`src/rtl/flatten_pkg.sv`:
```
// Shared types and constants for the column flattener.
//   col_rec_t    : one buffered column record. Fields are sized for the widest
//                  supported configuration; narrower builds zero-extend on entry.
//   flat_state_t : pixel emitter states.
//   DEF_*_COLOR  : default ceiling and floor colours.
package flatten_pkg;

  localparam int unsigned REC_X_W     = 16;
  localparam int unsigned REC_LH_W    = 32;
  localparam int unsigned REC_COLOR_W = 32;

  localparam logic [7:0] DEF_CEIL_COLOR  = 8'h11;
  localparam logic [7:0] DEF_FLOOR_COLOR = 8'h22;

  typedef struct packed {
    logic [REC_X_W-1:0]     hcount;
    logic [REC_LH_W-1:0]    lineHeight;
    logic                   wallType;
    logic [REC_COLOR_W-1:0] mapData;
  } col_rec_t;

  typedef enum logic [1:0] {
    IDLE,
    LOAD,
    EMIT
  } flat_state_t;

endpackage

```
`src/rtl/column_fifo.sv`:
```
// Synchronous FIFO of column records.
//   clk, rst_n : clock, synchronous active-low reset (empties the FIFO)
//   push       : write wr_data when not full
//   pop        : advance read pointer when not empty
//   rd_data    : head record (valid while !empty)
//   full/empty : occupancy flags
module column_fifo
  import flatten_pkg::*;
#(
  parameter int unsigned DEPTH = 4
) (
  input  logic     clk,
  input  logic     rst_n,
  input  logic     push,
  input  col_rec_t wr_data,
  input  logic     pop,
  output col_rec_t rd_data,
  output logic     full,
  output logic     empty
);

  localparam int unsigned AW = $clog2(DEPTH);

  // One extra pointer bit distinguishes full from empty.
  logic [AW:0] wr_ptr;
  logic [AW:0] rd_ptr;
  col_rec_t    mem [DEPTH];

  assign empty   = (wr_ptr == rd_ptr);
  assign full    = (wr_ptr[AW] != rd_ptr[AW]) && (wr_ptr[AW-1:0] == rd_ptr[AW-1:0]);
  assign rd_data = mem[rd_ptr[AW-1:0]];

  always_ff @(posedge clk) begin
    if (push && !full) begin
      mem[wr_ptr[AW-1:0]] <= wr_data;
    end
  end

  always_ff @(posedge clk) begin
    if (!rst_n) begin
      wr_ptr <= '0;
      rd_ptr <= '0;
    end else begin
      if (push && !full) begin
        wr_ptr <= wr_ptr + 1'b1;
      end
      if (pop && !empty) begin
        rd_ptr <= rd_ptr + 1'b1;
      end
    end
  end

endmodule

```
`src/rtl/column_flattener.sv`:
```
// Column flattener: buffers raycaster column records and expands each one
// into SCREEN_HEIGHT pixels (ceiling / wall / floor) on a valid/ready stream.
//   pixel_clk_in, rst_in          : clock, synchronous active-low reset
//   col_valid_in / col_ready_out  : column record handshake
//   hcount_ray_in, lineHeight_in,
//   wallType_in, mapData_in       : column record fields
//   pix_valid_out / pix_ready_in  : pixel handshake
//   screenX_out, screenY_out,
//   screenData_out                : pixel position and colour
//   col_last_out, frame_last_out  : last row of column / of frame
// Build option: define FLAT_SHADE_EN to halve the wall colour on Y-side hits.
module column_flattener
  import flatten_pkg::*;
#(
  parameter int unsigned SCREEN_WIDTH  = 320,
  parameter int unsigned SCREEN_HEIGHT = 240,
  parameter int unsigned COLOR_W       = 8,
  parameter int unsigned LH_W          = 16,
  parameter int unsigned FIFO_DEPTH    = 4,
  parameter logic [COLOR_W-1:0] CEIL_COLOR  = COLOR_W'(DEF_CEIL_COLOR),
  parameter logic [COLOR_W-1:0] FLOOR_COLOR = COLOR_W'(DEF_FLOOR_COLOR),
  localparam int unsigned X_W = $clog2(SCREEN_WIDTH),
  localparam int unsigned Y_W = $clog2(SCREEN_HEIGHT)
) (
  input  logic               pixel_clk_in,
  input  logic               rst_in,
  input  logic               col_valid_in,
  output logic               col_ready_out,
  input  logic [X_W-1:0]     hcount_ray_in,
  input  logic [LH_W-1:0]    lineHeight_in,
  input  logic               wallType_in,
  input  logic [COLOR_W-1:0] mapData_in,
  output logic               pix_valid_out,
  input  logic               pix_ready_in,
  output logic [X_W-1:0]     screenX_out,
  output logic [Y_W-1:0]     screenY_out,
  output logic [COLOR_W-1:0] screenData_out,
  output logic               col_last_out,
  output logic               frame_last_out
);

  localparam logic signed [LH_W:0] MID = (LH_W+1)'(SCREEN_HEIGHT / 2);
  localparam logic signed [LH_W:0] BOT = (LH_W+1)'(SCREEN_HEIGHT - 1);
  localparam logic signed [LH_W:0] ONE = (LH_W+1)'(1);

  flat_state_t state, state_nx;

  col_rec_t rec_in, head, cur;
  logic     fifo_full, fifo_empty, push, pop;
  logic     unused_rec;

  logic [Y_W-1:0]     y_q, draw_start, draw_end;
  logic               last_row;
  logic [LH_W-1:0]    lh_cur;
  logic [COLOR_W-1:0] md_cur, wall_color;
  logic signed [LH_W:0] half_s, start_s, end_s;

  // Ready is forced low while reset is asserted.
  assign col_ready_out = rst_in && !fifo_full;
  assign push          = col_valid_in && col_ready_out;

  always_comb begin
    rec_in            = '0;
    rec_in.hcount     = REC_X_W'(hcount_ray_in);
    rec_in.lineHeight = REC_LH_W'(lineHeight_in);
    rec_in.wallType   = wallType_in;
    rec_in.mapData    = REC_COLOR_W'(mapData_in);
  end

  column_fifo #(
    .DEPTH(FIFO_DEPTH)
  ) u_fifo (
    .clk    (pixel_clk_in),
    .rst_n  (rst_in),
    .push   (push),
    .wr_data(rec_in),
    .pop    (pop),
    .rd_data(head),
    .full   (fifo_full),
    .empty  (fifo_empty)
  );

  // Upper record bits are zero-extension only.
  assign unused_rec = ^cur;

  assign lh_cur = cur.lineHeight[LH_W-1:0];
  assign md_cur = cur.mapData[COLOR_W-1:0];

`ifdef FLAT_SHADE_EN
  assign wall_color = cur.wallType ? (md_cur >> 1) : md_cur;
`else
  assign wall_color = md_cur;
`endif

  // half never exceeds 2^(LH_W-1)-1, so MID +/- half stays inside LH_W+1
  // signed bits; only the screen bounds need clamping.
  always_comb begin
    half_s  = {2'b00, lh_cur[LH_W-1:1]};
    start_s = MID - half_s;
    end_s   = MID + half_s - ONE;
  end

  assign last_row = (y_q == Y_W'(SCREEN_HEIGHT - 1));

  always_comb begin
    state_nx = state;
    pop      = 1'b0;
    case (state)
      IDLE: begin
        if (!fifo_empty) begin
          pop      = 1'b1;
          state_nx = LOAD;
        end
      end
      LOAD: state_nx = EMIT;
      EMIT: begin
        if (pix_ready_in && last_row) begin
          if (!fifo_empty) begin
            pop      = 1'b1;
            state_nx = LOAD;
          end else begin
            state_nx = IDLE;
          end
        end
      end
      default: state_nx = IDLE;
    endcase
  end

  always_ff @(posedge pixel_clk_in) begin
    if (!rst_in) begin
      state      <= IDLE;
      cur        <= '0;
      y_q        <= '0;
      draw_start <= '0;
      draw_end   <= '0;
    end else begin
      state <= state_nx;
      if (pop) begin
        cur <= head;
      end
      if (state == LOAD) begin
        draw_start <= start_s[LH_W] ? '0 : Y_W'(start_s);
        draw_end   <= (end_s > BOT) ? Y_W'(BOT) : Y_W'(end_s);
        y_q        <= '0;
      end else if (state == EMIT && pix_ready_in && !last_row) begin
        y_q <= y_q + 1'b1;
      end
    end
  end

  assign pix_valid_out  = (state == EMIT);
  assign screenX_out    = cur.hcount[X_W-1:0];
  assign screenY_out    = y_q;
  assign col_last_out   = pix_valid_out && last_row;
  assign frame_last_out = col_last_out && (screenX_out == X_W'(SCREEN_WIDTH - 1));

  always_comb begin
    screenData_out = '0;
    if (pix_valid_out) begin
      if (y_q < draw_start) begin
        screenData_out = CEIL_COLOR;
      end else if (y_q <= draw_end) begin
        screenData_out = wall_color;
      end else begin
        screenData_out = FLOOR_COLOR;
      end
    end
  end

endmodule

```
`config.mk`:
```
export PLATFORM = sky130hd
export DESIGN_NAME = column_flattener
export DESIGN_NICKNAME = d
export VERILOG_FILES = /design/src/rtl/flatten_pkg.sv /design/src/rtl/column_fifo.sv /design/src/rtl/column_flattener.sv
export SDC_FILE = /design/constraint.sdc
export NUM_CORES = 1
export LEC_CHECK = 0
export CAP_MARGIN = 20
export CORE_MARGIN = 1.5
export CORE_UTILIZATION = 55
export CTS_CLUSTER_DIAMETER = 30
export DETAILED_ROUTE_END_ITERATION = 7
export PLACE_DENSITY = 0.75
export REMOVE_ABC_BUFFERS = 1
export SLEW_MARGIN = 20
export SYNTH_ARGS = -nofsm -noshare
export SYNTH_HDL_FRONTEND = slang
export SYNTH_HIERARCHICAL = 1
export SYNTH_SLANG_ARGS = --single-unit
```
`constraint.sdc`:
```
create_clock -name pixel_clk_in -period 7.2 [get_ports pixel_clk_in]
set_input_delay 1.44 -clock pixel_clk_in [delete_from_list [all_inputs] [get_ports pixel_clk_in]]
set_output_delay 1.44 -clock pixel_clk_in [all_outputs]
set_load 0.03 [all_outputs]
```
# Word level (Yosys, flattened, before mapping)
# Memories as Yosys holds them, arrays and structs flattened. A register that Yosys moved wholly into a read port is not among the register bits.
# Index checks and enable logic that the tools add are counted.
[totals]
ff_bits = 32
mem_bits_rw = 136
output_inout_bits = 29
elab_cells = 57
n_memories = 1
[memory_table]
columns = ["name", "words", "word_bits", "read_ports", "rd_clocked_by_memory_dff", "wr", "line", "rtl"]
rows = [
  ["u_fifo.mem", 4, 34, 1, 1, 1, "column_fifo.sv:27", "col_rec_t mem [DEPTH];"],
]
[op_classes]
addsub = 6
n_lt_le_gt_ge = 3
eq_ne = 9
n_mux = 14
n_bitwise = 1
n_reduce_logical = 17
[ops]
columns = ["cell", "n"]
rows = [
  ["$mux W8", 5],
  ["$gt A17 B9 Y1 const B", 1],
  ["$sub A16 B1 Y17 const B", 1],
  ["$add A7 B15 Y16 const A", 1],
  ["$sub A7 B15 Y16 const A", 1],
  ["$logic_and A1 B1 Y1", 10],
  ["$eq A9 B9 Y1 const B", 1],
  ["$add A8 B1 Y8 const B", 1],
  ["$eq A8 B8 Y1 const B", 1],
  ["$le A8 B8 Y1", 1],
  ["$lt A8 B8 Y1", 1],
  ["$add A3 B1 Y3 const B", 2],
  ["$pmux W2 S3", 1],
  ["$mux W1", 5],
  ["$logic_not A1 Y1", 4],
  ["$mux W2", 2],
  ["$eq A3 B3 Y1", 1],
  ["$eq A2 B1 Y1 const B", 1],
  ["$eq A2 B2 Y1", 1],
  ["$eq A2 B2 Y1 const B", 1],
  ["$logic_not A2 Y1", 1],
  ["$ne A2 B1 Y1 const B", 1],
  ["$ne A2 B2 Y1 const B", 1],
  ["$pmux W1 S2", 1],
  ["4 further kinds", 4],
]

# Longest topological paths before layout
# Gate-level depths: netlist of the first run.
[logic_depth]
depth_word = 8
mapped_depth = 10
mapped_depth_nobuf = 9

# By module
# The synthesis of the first run kept the hierarchy.
[modules_own_cells]
columns = ["module", "n_inst", "cells_each", "area_each_um2"]
rows = [
  ["column_fifo", 1, 491, 12208.0],
  ["column_flattener", 1, 388, 3089.2],
]

# Least setup slack after synthesis of the first run
# Ideal clock, no wire load.
[synth_path]
path_type = "input to register"
start = "input rst_in"
end = "memory u_fifo/mem[3][0] (netlist name) (enable)"
setup_time_ns = 0.521
arrival_time_ns = 5.966
required_ns = 6.679
slack_ns = 0.713
stages = 5
path_buffers = 1
cell_sequence = "clkbuf_1 -> nor2b_1 -> and2_1 -> nand2_1 -> nor2_1"
[synth_between]
elab_chain_len = 5
[synth_lines]
columns = ["item", "line", "rtl"]
rows = [
  ["from (decl)", "column_flattener.sv:26", "input logic rst_in,"],
  ["$logic_and A1 B1 Y1", "column_flattener.sv:59", "assign col_ready_out = rst_in && !fifo_full;"],
  ["named net col_ready_out", "column_flattener.sv:28", "output logic col_ready_out,"],
  ["$logic_and A1 B1 Y1", "column_flattener.sv:60", "assign push = col_valid_in && col_ready_out;"],
  ["named net push", "column_flattener.sv:49", "logic fifo_full, fifo_empty, push, pop;"],
  ["$logic_and A1 B1 Y1", "column_fifo.sv:34", "if (push && !full) begin"],
  ["$mux W1", "column_fifo.sv:34", ""],
  ["$mux W1 (implied by the code)", "column_fifo.sv:35", "mem[wr_ptr[AW-1:0]] <= wr_data;"],
  ["to (decl)", "column_fifo.sv:27", ""],
]
# The timed path passes the listed nets, and every way through them passes these cells.

# Worst setup path in the final report of the first run
[layout_path]
start = "input rst_in"
end = "output col_ready_out"
[layout_between]
elab_chain_len = 1
[layout_lines]
columns = ["item", "line"]
rows = [
  ["$logic_and A1 B1 Y1", "column_flattener.sv:59"],
  ["to (decl)", "column_flattener.sv:28"],
]
# Every way passes these cells.

==> results of run 1 <==
-- registers in the layout, summed over array words and instances (netlist names), named ones only --
| signal | count |
|---|---|
| u_fifo/rd_ptr | 3 |
| draw_start | 8 |
| u_fifo/wr_ptr | 3 |
| state | 2 |
| cur | 23 |
| draw_end | 8 |
| screenY_out | 8 |
| screenX_out | 9 |
| u_fifo/mem | 128 |
-- area by class of cell --
class | instances | area share (%)
Sequential cell | 194 | 54.1
Multi-Input combinational cell | 364 | 29.3
Timing Repair Buffer | 70 | 7.18
Clock buffer | 18 | 4.49
Tap cell | 184 | 2.41
Clock inverter | 14 | 1.41
Inverter | 28 | 1.10
-- power breakdown --
part           switching [uW]  internal, uW  leakage (uW)
clock                     435           460      0.000278
sequential                113          1300       0.00170
combinational             413           314       0.00119
total                     961          2070       0.00317
-- metal layers --
layer | wire (um) | part of all wire [%] | vias to the layer above
li1 | - | - | 2418
met1 | 6610 | 43 | 2438
met2 | 7530 | 49 | 123
met3 | 754 | 4.9 | 25
met4 | 342 | 2.2 | 0
met5 | 0 | 0 | -
-- cell usage in the layout, fill, tap and decap left out, types with 4 or more instances in the layout --
cell	n
edfxtp_1	128
nand2_1	80
dfxtp_1	64
clkdlybuf4s50_1	64
a21boi_0	33
mux4_2	32
inv_1	27
o21ai_0	23
ha_1	23
nor2_1	20
nand3_1	17
clkbuf_16	17
a21oi_1	16
xnor2_1	13
and2_1	10
nor2b_1	7
xor2_1	7
nand4_1	7
nor4_1	6
buf_4	6
nor3_1	5
or3_1	5
nand2b_1	5
a211o_1	5
nand3b_1	5
inv_6	5
inv_8	4
-- worst paths after layout --
path,start,to,slack [ns]
setup / recovery,rst_in,col_ready_out,2.54
hold / removal,draw_start[7]$_SDFFE_PN0P_,draw_start[7]$_SDFFE_PN0P_,0.45
setup reg to reg,u_fifo/wr_ptr[1]$_SDFFE_PN0P_,flop,4.00
hold reg to reg,draw_start[7]$_SDFFE_PN0P_,draw_start[7]$_SDFFE_PN0P_,0.45
-- worst register-to-register path: stages (launching register included) --
cell	delay, ns
dfxtp_1	0.52
xor2_1	0.21
nor3_1	0.33
a211o_2	0.56
clkinv_1	0.70
nand3b_1	0.35
o21ai_0	0.16
a211o_1	0.26
-- through the flow --
stage | setup slack (ns) | utilization, % | cell area [um2] | instances
after global placement | 2.55 | 61.4 | 8980 | 840
after floorplan | 3.09 | - | 8060 | 586
final | 2.54 | 65.2 | 9550 | 872
after global routing | 2.33 | 65.2 | 9550 | 872
after detailed placement | 2.50 | 61.4 | 8980 | 840
after CTS | 2.54 | 65.2 | 9550 | 872
==> qor.yml, run 1 <==
global_routing:
  antenna_found_initial: 0
  overflow: 0
  grt_pass1_vias: 5036
  use_met2_pct: 35.0
  busiest_layer: "met2"
  grt_max_degree: 54
  grt_usage_pct: 21.0
  met1_usage_pct: 26.2
  grtUsageMet3_pct: 5.40
  grt_pass1_wl_um: 25500
clocking:
  postCtsSetupBuffers: 0
  clk_latency_ns: 0.44
  clkSinkCount: 194
  clk_pin_slew_ns: 0.07
  cts_tree: "done"
  htree_levels: 4
  cts_max_path_buffers: 2
  holdBufCountCts: 0
  cts_resized: 0
  cts_root_buffer: "clkbuf_16"
  cts_made_buffers: 17
run_status:
  status: "complete, but fails checks"
  violations: "DRC"
setup_path:
  r2r_cells: 7
  crit_top_cell: "clkdlybuf4s50_1"
  cp-end-kind: "output port"
  path_cells: "clkdlybuf4s50_1 -> buf_4 -> nor2b_1 -> clkdlybuf4s50_1"
  crit_cells: 4
  slowest_stage: "clkdlybuf4s50_1"
  critPathBufInv: 3
  crit_required_ns: 5.76
  criticalPathCategory: "in -> out"
  crit_fanout: 53
  start_kind: "input port"
  crit_arrival_ns: 3.22
  max_stage_delay_ns: 0.68
  path_delay_family: "buffers and inverters"
placement:
  dp_hpwl_um: 9590
  port-buffer-count: 64
  gp_congestion: 0.848
job:
  drv_cap: 0
sta:
  finalHoldViolCount: 0
  post-route-min-period_ns: 4.66
  max_slew_margin_pct: 38.6
  finalSetupTns_ns: 0
  fmax_mhz: 215
  worst_hold_slack_ns: 0.452
  fin_crit_sh_pct: 64.7
  skew_ns: 0.00879
  worstMarginPinSlew_ns: 0.921
  setup-violations-final: 0
  final_max_slew_viol_count: 0
  rsz0062_at_grt: "false"
cells_and_area:
  multi_input_area_um2: 2800
  nNetsFinal: 736
  diodes: 0
  drive_above_1_share_pct: 11.5
  area_growth_pct: 15.1
  fill_cells: 1076
  seqCellArea_um2: 5170
synthesis:
  syn_area_um2: 8300
  yosysWarnings: 6
  avgSynthCellArea_um2: 13.1
  syn_inst: 631
route:
  via_per_inst: 5.74
  post_drt_wl_per_cell_um: 17.5
  dr.pass1.iters: 6
  final_antenna_net_count: 0
  drc: 6
  via_count: 5004
  drt_iter0_markers: 352
  drt-total-wl_um: 15200
pwr:
  power_density_nw_per_um2: 318
  finalPower_uw: 3030
  peakVddDrop_mv: 0.206
  p_leak_uw: 0.00317
floorplan:
  fp.coreArea_um2: 14600
  io_pins: 67
  die_w_um: 126
  die-area_um2: 15800
  die_h_um: 126
  initial_core_util_pct: 56.6
  row_count: 44
hold_path:
  hold_class: "reg -> reg"
  worstHoldPathCells: 2
(Power assumes the default switching activity.)
==> inputs of run 2 (changes only) <==
Settings changed: PLACE_DENSITY 0.75 to 0.78.
Clock period 7.2 ns to 4.24 ns, I/O delays scaled along.
==> qor.yml, run 2 (synthesis results as in run 1) <==
run_status:
  status: "complete, but fails checks"
  violations: "DRC"
cells_and_area:
  final_common_cell: "edfxtp_1"
  final_cell_mix: "128 x edfxtp_1, 80 x nand2_1, 64 x dfxtp_1, 64 x clkdlybuf4s50_1, 33 x a21boi_0"
  final_util_pct: 65.3  # +0.068 points
  largest_reg_flops: 128  # unchanged
  area_growth_pct: 15.2
  drive_above_1_share_pct: 11.6  # +0.11 points
  diodes: 0  # unchanged
  nNetsFinal: 738  # +0.27%
sta:
  finalSetupTns_ns: 0  # unchanged
  finalHoldViolCount: 0  # unchanged
  worstMarginPinSlew_ns: 0.877  # -0.0431 ns
  rsz0062_at_grt: "false"
  setup-violations-final: 0  # unchanged
  layout_setup_ws_ns: 0.311  # -2.23 ns
  final_max_slew_viol_count: 0  # unchanged
  max_slew_margin_pct: 41.5  # +2.9 points
  fmax_mhz: 255
  skew_ns: 0.00818  # -0.000606 ns
  post-route-min-period_ns: 3.93
  fin_crit_sh_pct: 92.7
hold_path:
  hold_class: "reg -> reg"
floorplan:
  row_count: 44  # unchanged
  fp.coreArea_um2: 14600  # unchanged
  initial_core_util_pct: 56.6  # unchanged
  die_h_um: 126  # unchanged
  io_pins: 67  # unchanged
  die-area_um2: 15800  # unchanged
  die_w_um: 126  # unchanged
route:
  via_count: 5121  # +2.3%
  final_antenna_net_count: 0  # unchanged
  post_drt_wl_per_cell_um: 17.8  # +2.0%
  drt_iter0_markers: 339  # -3.7%
  via_per_inst: 5.86  # +2.1%
  dr.pass1.iters: 8  # +2
  drc: 6  # unchanged
  drt-total-wl_um: 15600  # +2.3%
placement:
  port-buffer-count: 64  # unchanged
  dp_hpwl_um: 9810  # +2.3%
  dp_slack_ns: 0.777  # -1.72 ns
  gp_congestion: 0.848  # about the same
global_routing:
  grt_pass1_wl_um: 25900  # +1.7%
  overflow: 0  # unchanged
  grt_max_degree: 53  # -1.9%
  grt_pass1_vias: 5183  # +2.9%
  grt_usage_pct: 21.2  # +0.24 points
  met1_usage_pct: 25.7  # -0.50 points
  use_met2_pct: 37.4  # +2.4 points
  antenna_found_initial: 0  # unchanged
  grtUsageMet3_pct: 4.42  # -0.98 points
  busiest_layer: "met2"
setup_path:
  crit_required_ns: 3.39  # -2.37 ns
  max_stage_delay_ns: 0.66  # -0.02 ns
  crit_fanout: 7  # -87%
  crit_arrival_ns: 3.08  # -0.14 ns
  path_cells: "ha_1 -> a21oi_1 -> nor2b_1 -> a2111oi_0 -> o21ai_0 -> a21boi_0 -> a31o_2 -> clkdlybuf4s50_1"
  criticalPathCategory: "reg -> out"
  slowest_stage: "clkdlybuf4s50_1"
  start_kind: "flop"
  cp-end-kind: "output port"
clocking:
  cts_tree: "done"
  cts_max_path_buffers: 2  # unchanged
  postCtsSetupBuffers: 0  # unchanged
  holdBufCountCts: 0  # unchanged
  cts_root_buffer: "clkbuf_16"
  cts_made_buffers: 17  # unchanged
  clk_latency_ns: 0.43  # about the same
  clkSinkCount: 194  # unchanged
  htree_levels: 4  # unchanged
  clk_pin_slew_ns: 0.07  # about the same
  cts_resized: 0  # unchanged
pwr:
  power_density_nw_per_um2: 540  # +70%
  p_leak_uw: 0.00318  # +0.47%
  finalPower_uw: 5170  # +70%
  peakVddDrop_mv: 0.342  # +66%
job:
  drv_cap: 0  # unchanged
run 2: area by class of cell:
cell class / instances / area (um2)
Inverter: 28 / 105
Fill cell: 1005 / 5080
Timing Repair Buffer: 72 / 701
Clock inverter: 10 / 95.1
Multi-Input combinational cell: 364 / 2800
Tap cell: 184 / 230
Sequential cell: 194 / 5170
Clock buffer: 22 / 467
run 2: per-layer routing:
layer  wire length (um)  vias to the layer above
met5                  0                        -
met4                349                        0
met3                768                       30
met2               8020                      149
met1               6450                     2535
li1                   -                     2407
run 2: worst max-delay path: cells and delay by family (launching register included):
kind / cells / cell delay, ns
AND/OR/NAND/NOR: 1 / 0.06
buffers and inverters: 1 / 0.66
adder cells (fa/ha/maj): 1 / 0.29
flip-flops: 1 / 0.46
AO/OA/AOI/OAI: 5 / 1.17
run 2: per-stage QoR:
stage | cell area, um2 | instances | hold slack [ns]
CTS | 9560 | 874 | 0.454
finish | 9560 | 874 | 0.455
global placement | 9000 | 842 | 0.429
detailed placement | 9000 | 842 | 0.444
global route | 9560 | 874 | 0.475
floorplan | 8060 | 586 | 0.420
run 2: power breakdown:
part           switching [uW]  internal [uW]
combinational             711            539
clock                     671            851
sequential                189           2200
run 2: final timing paths:
kind                            cells after the start  slack (ns)                          start                          to
worst min register to register                      2        0.45     draw_start[7]$_SDFFE_PN0P_  draw_start[7]$_SDFFE_PN0P_
worst max-delay path                                8        0.31    screenY_out[4]$_SDFFE_PP0P_           screenData_out[4]
worst max register to register                      8        1.39  u_fifo/wr_ptr[0]$_SDFFE_PN0P_  u_fifo/mem[0][4]$_DFFE_PP_
worst min-delay path                                2        0.45     draw_start[7]$_SDFFE_PN0P_  draw_start[7]$_SDFFE_PN0P_
==> inputs of run 3 (changes only) <==
--- a/config.mk
+++ b/config.mk
@@ -14,3 +14,3 @@
 export REMOVE_ABC_BUFFERS = 1
-export SLEW_MARGIN = 20
+export SLEW_MARGIN = 5
 export SYNTH_ARGS = -nofsm -noshare
--- a/constraint.sdc
+++ b/constraint.sdc
@@ -3,2 +3,2 @@
 set_output_delay 0.848 -clock pixel_clk_in [all_outputs]
-set_load 0.03 [all_outputs]
+set_load 0.005 [all_outputs]
==> qor.yml, run 3 (synthesis results as in run 1) <==
floorplan:
  initial_core_util_pct: 56.6  # unchanged
  io_pins: 67  # unchanged
  row_count: 44  # unchanged
  fp.coreArea_um2: 14600  # unchanged
  die_w_um: 126  # unchanged
  die-area_um2: 15800  # unchanged
  die_h_um: 126  # unchanged
sta:
  max_slew_margin_pct: 39.0  # -2.5 points
  fin_crit_sh_pct: 89.7  # -3.0 points
  finalHoldViolCount: 0  # unchanged
  setup-violations-final: 0  # unchanged
  final_max_slew_viol_count: 0  # unchanged
  rsz0062_at_grt: "false"
  finalSetupTns_ns: 0  # unchanged
  skew_ns: 0.00685  # -0.00133 ns
  worstMarginPinSlew_ns: 0.915  # +0.0379 ns
  fmax_mhz: 263  # +3.3%
  post-route-min-period_ns: 3.80  # -0.126 ns
global_routing:
  grt_pass1_vias: 5119  # -1.2%
  overflow: 0  # unchanged
  antenna_found_initial: 1  # +1
  grt_pass1_wl_um: 25700  # -0.64%
  grt_max_degree: 53  # unchanged
  grt_usage_pct: 21.1  # -0.14 points
route:
  via_per_inst: 5.82  # -0.68%
  drt_iter0_markers: 350  # +3.2%
  dr.pass1.iters: 8  # unchanged
  post_drt_wl_per_cell_um: 17.7  # -0.86%
  final_antenna_net_count: 0  # unchanged
  drt-total-wl_um: 15500  # -0.75%
  via_count: 5092  # -0.57%
  drc: 12  # +6
placement:
  dp_hpwl_um: 9790  # -0.24%
  gp_congestion: 0.834  # -1.6%
  port-buffer-count: 64  # unchanged
clocking:
  cts_tree: "done"
  cts_made_buffers: 17  # unchanged
  clkSinkCount: 194  # unchanged
  cts_resized: 0  # unchanged
  cts_max_path_buffers: 2  # unchanged
  clk_latency_ns: 0.44  # about the same
  holdBufCountCts: 0  # unchanged
  htree_levels: 4  # unchanged
  clk_pin_slew_ns: 0.07  # about the same
  cts_root_buffer: "clkbuf_16"
  postCtsSetupBuffers: 0  # unchanged
setup_path:
  start_kind: "flop"
  crit_fanout: 7  # unchanged
  crit_required_ns: 3.39  # about the same
  crit_arrival_ns: 2.96  # -0.12 ns
  criticalPathCategory: "reg -> out"
  cp-end-kind: "output port"
run_status:
  status: "complete, but fails checks"
  violations: "DRC"
pwr:
  peakVddDrop_mv: 0.331  # -3.2%
  power_density_nw_per_um2: 537  # -0.63%
  finalPower_uw: 5150  # -0.24%
  p_leak_uw: 0.00319  # +0.17%
cells_and_area:
  nNetsFinal: 738  # unchanged
  largest_reg_flops: 128  # unchanged
  drive_above_1_share_pct: 11.7  # +0.14 points
  fill_cells: 1038  # +3.3%
  area_growth_pct: 15.7
  final_common_cell: "edfxtp_1"
  final_cell_mix: "128 x edfxtp_1, 80 x nand2_1, 64 x dfxtp_1, 64 x clkdlybuf4s50_1, 33 x a21boi_0"
hold_path:
  hold_class: "reg -> reg"
job:
  drv_cap: 0  # unchanged
==> run 3: changes by cell type in the layout (fill, tap and decap cells not counted), sizes merged <==
cell / delta
clkinv: +1
inv: +1
clkinvlp: +1
diode: +1
clkbuf: -3
==> run 3: worst paths after layout <==
| check | from | end | slack [ns] | depth (start not counted) |
|---|---|---|---|---|
| worst min-delay path | draw_start[7]$_SDFFE_PN0P_ | draw_start[7]$_SDFFE_PN0P_ | 0.45 | 2 |
| worst max-delay path | screenY_out[4]$_SDFFE_PP0P_ | screenData_out[4] | 0.44 | 8 |
| worst min register to register | draw_start[7]$_SDFFE_PN0P_ | draw_start[7]$_SDFFE_PN0P_ | 0.45 | 2 |
| worst max register to register | u_fifo/wr_ptr[0]$_SDFFE_PN0P_ | u_fifo/mem[1][65]$_DFFE_PP_ | 1.42 | 8 |
==> run 3: report_power, final <==
group / internal, uW / total (uW) / switching [uW]
Combinational: 537 / 1170 / 636
Clock: 864 / 1580 / 721
Sequential: 2200 / 2400 / 192
==> run 3: worst max-delay path, cell delays in order (launching register included) <==
cell and delay [ns]:
dfxtp_1 0.46, ha_1 0.29, a21oi_1 0.14, nor2b_1 0.06
a2111oi_0 0.39, o21ai_0 0.20, a21boi_0 0.31, a31o_2 0.16
clkdlybuf4s50_1 0.50
==> run 3: per-layer routing <==
metal	GRT usage (%)	vias to the layer above	wire length, um
li1	-	2418	-
met1	26.3	2498	6610
met2	35.6	154	7770
met3	4.50	22	770
met4	9.67	0	314
met5	0	-	0
==> run 3: final cells by class <==
cell class              instances  area [um2]  share of cell area, %
repair buffers                 72         701                   7.30
inverters                      28         105                   1.10
clock buffers                  19         453                   4.72
multi-input cells             364        2800                   29.1
diodes                          1        2.50                 0.0261
well taps                     184         230                   2.40
flip-flops and latches        194        5170                   53.8
clock inverters                13         144                   1.50
==> run 3: per-stage QoR <==
step                cell area [um2]  util [%]  std cells  hold WS, ns  setup slack, ns
floorplan                      8060         -        586        0.420             1.07
global placement               9000      61.4        842        0.429             1.07
detailed placement             9000      61.4        842        0.439            0.912
CTS                            9600      65.5        874        0.448            0.416
global route                   9600      65.5        874        0.497            0.345
finish                         9600      65.5        875        0.446            0.437
